**config.mk**
```make
export PLATFORM = sky130hd
export DESIGN_NAME = execute_ldst_sequencer
export DESIGN_NICKNAME = d
export VERILOG_FILES = /design/src/rtl/execute_ldst_sequencer.sv
export SDC_FILE = /design/constraint.sdc
export NUM_CORES = 1
export LEC_CHECK = 0
export ABC_CLOCK_PERIOD_IN_PS = 3000
export CAP_MARGIN = 0
export CORE_AREA = 2 2 129 131
export DETAILED_ROUTE_END_ITERATION = 8
export DIE_AREA = 0 0 131 133
export GPL_ROUTABILITY_DRIVEN = 0
export GPL_TIMING_DRIVEN = 0
export PLACE_DENSITY_LB_ADDON = 0.2
export SYNTH_ARGS = -nofsm -noshare
export SYNTH_HDL_FRONTEND = slang
export SYNTH_SLANG_ARGS = --single-unit
```
**constraint.sdc**
```tcl
create_clock -name iCLOCK -period 3 [get_ports iCLOCK]
set_input_delay 0.3 -clock iCLOCK [delete_from_list [all_inputs] [get_ports iCLOCK]]
set_output_delay 0.3 -clock iCLOCK [all_outputs]
set_load 0.01 [all_outputs]
```
**src/rtl/execute_ldst_sequencer.sv**
```systemverilog
// execute_ldst_sequencer
// Carries one load/store at a time from the execute-stage LDST adder to the
// L1 data interface, then hands the aligned result (plus any deferred SPR
// update) to writeback. Misaligned requests and unanswered requests come back
// as faults instead of data.
//
// Handshakes (all three are hold-until-taken):
//   prev : a request transfers on a cycle with iPREV_VALID & !oPREV_BUSY & !iFLUSH.
//   ldst : oLDST_REQ and the oLDST_* fields stay stable until a cycle with
//          oLDST_REQ & !iLDST_BUSY; exactly one response (iLDST_VALID) follows,
//          no earlier than the cycle after that transfer.
//   next : oNEXT_VALID and the oNEXT_* fields stay stable until a cycle with
//          oNEXT_VALID & !iNEXT_BUSY (or a flush drops them).
module execute_ldst_sequencer #(
  parameter int P_TIMEOUT = 256,
  parameter int P_TO_W    = 16
) (
  input  logic        iCLOCK,
  input  logic        iRESET_SYNC,
  input  logic        iFLUSH,
  input  logic        iPREV_VALID,
  output logic        oPREV_BUSY,
  input  logic        iPREV_RW,
  input  logic [31:0] iPREV_ADDR,
  input  logic [31:0] iPREV_DATA,
  input  logic [1:0]  iPREV_ORDER,
  input  logic [3:0]  iPREV_MASK,
  input  logic [1:0]  iPREV_SHIFT,
  input  logic        iPREV_SPR_VALID,
  input  logic [31:0] iPREV_SPR,
  output logic        oLDST_REQ,
  input  logic        iLDST_BUSY,
  output logic        oLDST_RW,
  output logic [31:0] oLDST_ADDR,
  output logic [31:0] oLDST_DATA,
  output logic [1:0]  oLDST_ORDER,
  output logic [3:0]  oLDST_MASK,
  input  logic        iLDST_VALID,
  input  logic [31:0] iLDST_DATA,
  output logic        oNEXT_VALID,
  input  logic        iNEXT_BUSY,
  output logic [31:0] oNEXT_DATA,
  output logic        oNEXT_SPR_VALID,
  output logic [31:0] oNEXT_SPR,
  output logic [1:0]  oNEXT_FAULT,
  output logic [1:0]  oDEBUG_STATE
);

  localparam logic [1:0] L_IDLE = 2'd0;
  localparam logic [1:0] L_REQ  = 2'd1;
  localparam logic [1:0] L_WAIT = 2'd2;
  localparam logic [1:0] L_DONE = 2'd3;

  localparam logic [1:0] L_FAULT_NONE     = 2'd0;
  localparam logic [1:0] L_FAULT_MISALIGN = 2'd1;
  localparam logic [1:0] L_FAULT_TIMEOUT  = 2'd2;

  // Last WAIT cycle before giving up on the memory response.
  localparam logic [P_TO_W-1:0] L_TO_LAST = P_TO_W'(P_TIMEOUT - 1);

  logic [1:0]        state;
  logic [P_TO_W-1:0] to_cnt;
  logic              discard;

  logic              req_rw;
  logic [31:0]       req_addr;
  logic [31:0]       req_data;
  logic [1:0]        req_order;
  logic [3:0]        req_mask;
  logic [1:0]        req_shift;

  logic              wb_spr_valid;
  logic [31:0]       wb_spr;
  logic [31:0]       wb_data;
  logic [1:0]        wb_fault;

  logic [7:0]        load_byte;
  logic [31:0]       load_aligned;
  logic              wait_end;

  // Select the addressed lane of the raw load word and zero-extend it.
  always_comb begin
    load_byte    = iLDST_DATA[7:0];
    load_aligned = iLDST_DATA;
    case (req_shift)
      2'd1:    load_byte = iLDST_DATA[15:8];
      2'd2:    load_byte = iLDST_DATA[23:16];
      2'd3:    load_byte = iLDST_DATA[31:24];
      default: load_byte = iLDST_DATA[7:0];
    endcase
    if (req_rw) begin
      load_aligned = 32'h0;
    end else begin
      case (req_order)
        2'd0:    load_aligned = {24'h0, load_byte};
        2'd1:    load_aligned = {16'h0, req_shift[1] ? iLDST_DATA[31:16] : iLDST_DATA[15:0]};
        default: load_aligned = iLDST_DATA;
      endcase
    end
  end

  // WAIT ends on a response or on the final timeout cycle.
  always_comb begin
    wait_end = iLDST_VALID || (to_cnt == L_TO_LAST);
  end

  // Main sequencer: accept, issue, wait for response, hold writeback.
  always_ff @(posedge iCLOCK) begin
    if (iRESET_SYNC) begin
      state        <= L_IDLE;
      to_cnt       <= '0;
      discard      <= 1'b0;
      req_rw       <= 1'b0;
      req_addr     <= 32'h0;
      req_data     <= 32'h0;
      req_order    <= 2'd0;
      req_mask     <= 4'h0;
      req_shift    <= 2'd0;
      wb_spr_valid <= 1'b0;
      wb_spr       <= 32'h0;
      wb_data      <= 32'h0;
      wb_fault     <= L_FAULT_NONE;
    end else begin
      case (state)
        L_IDLE: begin
          if (iPREV_VALID && !iFLUSH) begin
            req_rw    <= iPREV_RW;
            req_addr  <= iPREV_ADDR;
            req_data  <= iPREV_DATA;
            req_order <= iPREV_ORDER;
            req_mask  <= iPREV_MASK;
            req_shift <= iPREV_SHIFT;
            wb_spr    <= iPREV_SPR;
            if (iPREV_MASK != 4'h0) begin
              state        <= L_REQ;
              wb_spr_valid <= iPREV_SPR_VALID;
              wb_fault     <= L_FAULT_NONE;
            end else begin
              // Misaligned: report straight away, never touch memory.
              state        <= L_DONE;
              wb_spr_valid <= 1'b0;
              wb_data      <= 32'h0;
              wb_fault     <= L_FAULT_MISALIGN;
            end
          end
        end
        L_REQ: begin
          if (!iLDST_BUSY) begin
            // Request is gone to memory; a flush now can only discard the result.
            state   <= L_WAIT;
            to_cnt  <= '0;
            discard <= iFLUSH;
          end else if (iFLUSH) begin
            state <= L_IDLE;
          end
        end
        L_WAIT: begin
          if (wait_end) begin
            to_cnt  <= '0;
            discard <= 1'b0;
            if (discard || iFLUSH) begin
              state <= L_IDLE;
            end else if (iLDST_VALID) begin
              state    <= L_DONE;
              wb_data  <= load_aligned;
              wb_fault <= L_FAULT_NONE;
            end else begin
              state        <= L_DONE;
              wb_data      <= 32'h0;
              wb_fault     <= L_FAULT_TIMEOUT;
              wb_spr_valid <= 1'b0;
            end
          end else begin
            to_cnt <= to_cnt + 1'b1;
            if (iFLUSH) begin
              discard <= 1'b1;
            end
          end
        end
        default: begin
          if (iFLUSH || !iNEXT_BUSY) begin
            state <= L_IDLE;
          end
        end
      endcase
    end
  end

  assign oPREV_BUSY      = (state != L_IDLE);
  assign oLDST_REQ       = (state == L_REQ);
  assign oLDST_RW        = req_rw;
  assign oLDST_ADDR      = req_addr;
  assign oLDST_DATA      = req_data;
  assign oLDST_ORDER     = req_order;
  assign oLDST_MASK      = req_mask;
  assign oNEXT_VALID     = (state == L_DONE);
  assign oNEXT_DATA      = wb_data;
  assign oNEXT_SPR_VALID = (state == L_DONE) && wb_spr_valid;
  assign oNEXT_SPR       = wb_spr;
  assign oNEXT_FAULT     = wb_fault;
  assign oDEBUG_STATE    = state;

endmodule

```
==> results_dict.tcl, run 1 <==
set metrics [dict create \
    status "complete, no violations" \
    synth-edff-count 0 \
    cts_resized 0 \
    final_cell_mix "clkdlybuf4s50_1 (286), nand2_1 (239), dfxtp_1 (159), a21oi_1 (130), clkbuf_1 (50)" \
    dieArea_sq_mm 0.0174 \
    cts_max_level 4 \
    min_period_ns 2.73 \
    crit_path_max_fanout 10 \
    yosys_warnings 0 \
    ys_types 53 \
    yosysSeqAreaShare_pct 47.8 \
    drive_gt1_share_pct 5.79 \
    crit_type "register to register" \
    ios 288 \
    power.density_mw_per_mm2 603 \
    cts_tree "built" \
    cts_buffer_depth 2 \
    hp-class "input pin to register" \
    synth-simple-area-share_pct 23.0 \
    drv_slew 0 \
    syn2layout_area_growth_pct 56.7 \
    fin_crit_sh_pct 91.1 \
    syn_inst 805 \
    fmax_ghz 0.366 \
    synth_seq_cells 159 \
    slowest_delay_ns 0.76 \
    reg2reg_slack_ns 0.27 \
    n_antenna_cell 0 \
    dr.pass1.iters 6 \
    rsz0062_at_grt "false" \
    die_w_microns 131 \
    stdcell_count 1342 \
    grt_pass1_wl_microns 33800 \
    die_height_microns 133 \
    wl_per_cell_microns 16.2 \
    crit_required_ns 3.31 \
    synth_compound_area_share_pct 16.8 \
    placed_cells_incl_taps 1311 \
    cpMaxStageDelayCell "a2111oi_4" \
    synth_fa_ha_area_share_pct 0.940 \
    muxShareOfSynthArea_pct 7.03 \
    vdd_drop_max_uv 423 \
    cp_top_family "compound AO/OA/AOI/OAI gates" \
    grt_pass1_vias 6524 \
    cp_cell_sequence "inv_1 > ha_1 > clkbuf_1 > nand2b_1 > a2111oi_4 > nand2_4 > buf_6 > mux2_4" \
    clkLatencyLatePin_ns 0.43 \
    final_antenna_net_count 0 \
    post_cts_buffers 0 \
    clockRootBuffer "clkbuf_16" \
    num_vias 6791 \
    start_util_pct 41.2 \
    slew_headroom_pct 30.9 \
    start_kind "register" \
    cts.sink_count 159 \
    clkTransAtPathRegs_ns 0.06 \
    ctsHoldBuffers 0 \
    setup_tns_ns 0 \
    hpwl_microns 16200 \
    n_fill_cell 1397 \
    cts_buffers 17 \
    drc 0 \
    wirelength_microns 21700 \
    drtIter0Drc 390 \
    syn_area_sq_mm 0.00666 \
    finalHoldViolCount 0 \
    setup_violations 0 \
    fin_area_sq_mm 0.0104 \
    gr-total-overflow 0 \
    synth_xor_area_share_pct 0.263 \
    final_common_cell "clkdlybuf4s50_1" \
    crit_buf_inv 3 \
    antenna_found_initial 1 \
    grt_max_degree 17 \
    grtUsageTotal_pct 25.0 \
    routed_via_density 5.06 \
    synth_ff_type "dfxtp_1" \
    portBuffers 286 \
    p_leak_nw 3.67 \
    synthArstFlopShare_pct 0 \
    syn_avg_cell_area_sq_um 8.27 \
    fin_nets 1260 \
    core_area_sq_mm 0.0162 \
    synth_top_family_by_area "simple AND/OR/NAND/NOR gates" \
    cap_violations 0 \
    fin_util_pct 64.5 \
    tightest_slew_ns 1.03 \
    placed_area_sq_mm 0.00979 \
    cp.arrival_ns 3.05 \
    synth_nets 955 \
    end_kind "register" \
    clock_skew_ns 0.0138 \
    row_count 47 \
]
==> worst paths after layout <==
kind	start	end	cells after the start
worst max-delay path	oDEBUG_STATE[0]	oNEXT_DATA[7]	8
worst min-delay path	iFLUSH	discard	4
worst max register to register	oDEBUG_STATE[0]	oNEXT_DATA[7]	8
worst min register to register	oLDST_ADDR[18]	oLDST_ADDR[18]	2
==> cells in the mapped netlist (all sizes together), types with 7 or more instances <==
| master | n | area, sq um |
|---|---|---|
| a211oi | 11 | 82.6 |
| a2111oi | 9 | 97.6 |
| o21ai | 7 | 35.0 |
| dfxtp | 159 | 3180 |
| mux2 | 10 | 128 |
| nor2 | 26 | 97.6 |
| inv | 8 | 30.0 |
| buf | 12 | 60.1 |
| mux4 | 8 | 180 |
| nand2 | 240 | 908 |
| nor2b | 9 | 56.3 |
| clkbuf | 48 | 180 |
| o22ai | 8 | 50.1 |
| nand2b | 22 | 138 |
| a21oi | 130 | 651 |
| nand3 | 8 | 40.0 |
| mux2i | 16 | 160 |
| a22oi | 8 | 60.1 |
==> area by class of cell <==
cell class              count  area (sq um)  share of cell area (%)
multi-input cells         577          3200                    30.7
flip-flops and latches    159          3180                    30.5
repair buffers            286          2860                    27.4
clock buffers              22           474                    4.55
well taps                 220           275                    2.64
plain buffers              60           240                    2.30
clock inverters             9           158                    1.51
inverters                   9          33.8                   0.324
==> report_power, final <==
group | internal (mW) | total (mW) | switching (mW) | leakage [nW]
combinational | 0.769 | 1.56 | 0.791 | 2.08
clock | 1.46 | 2.33 | 0.871 | 0.302
sequential | 2.30 | 2.40 | 0.103 | 1.29
==> flip-flops by register name, indices dropped and copies added, names as in the netlist <==
name and flops:
oNEXT_DATA 32, oLDST_ORDER 2, to_cnt 16, wb_spr_valid 1
oLDST_RW 1, oNEXT_FAULT 2, oLDST_ADDR 32, oNEXT_SPR 32
oLDST_DATA 32, oDEBUG_STATE 2, discard 1, req_shift 2
oLDST_MASK 4
==> through the flow <==
stage / hold WS [ns] / power (mW) / worst slack (ns)
after floorplan: 0.436 / 3.21 / 0.623
after global placement: 0.440 / 3.98 / 0.0644
after detailed placement: 0.446 / 4.00 / 0.0411
after CTS: 0.353 / 6.33 / 0.159
after global routing: 0.401 / 6.57 / 0.0961
final: 0.367 / 6.29 / 0.266
==> worst min-delay path: cells and delay by family <==
kind | cells | cell delay, ns
AOI/OAI and AO/OA | 2 | 0.14
and+or+nand+nor | 1 | 0.12
buffers and inverters | 1 | 0.19
==> logic make-up (layout without fill, tap and decap cells) <==
family | Yosys count | after routing
simple gates | 346 | 346
xor+xnor | 2 | 2
compound gates | 190 | 190
fa+ha+maj | 5 | 5
mux | 34 | 34
buf+inv | 69 | 386
flops | 159 | 159
==> routing by layer <==
layer / part of all wire (%) / track usage [%]
met3: 8.2 / 8.65
met5: 0.060 / 0
met4: 2.2 / 8.92
met2: 49 / 41.2
met1: 41 / 30.0
(Power assumes the default switching activity.)
==> run 2, diff against run 1 <==
Settings changed: SKIP_CTS_REPAIR_TIMING set to 1.
==> results of run 2 <==
Final layout, timing and power as in run 1 (identical DEF).
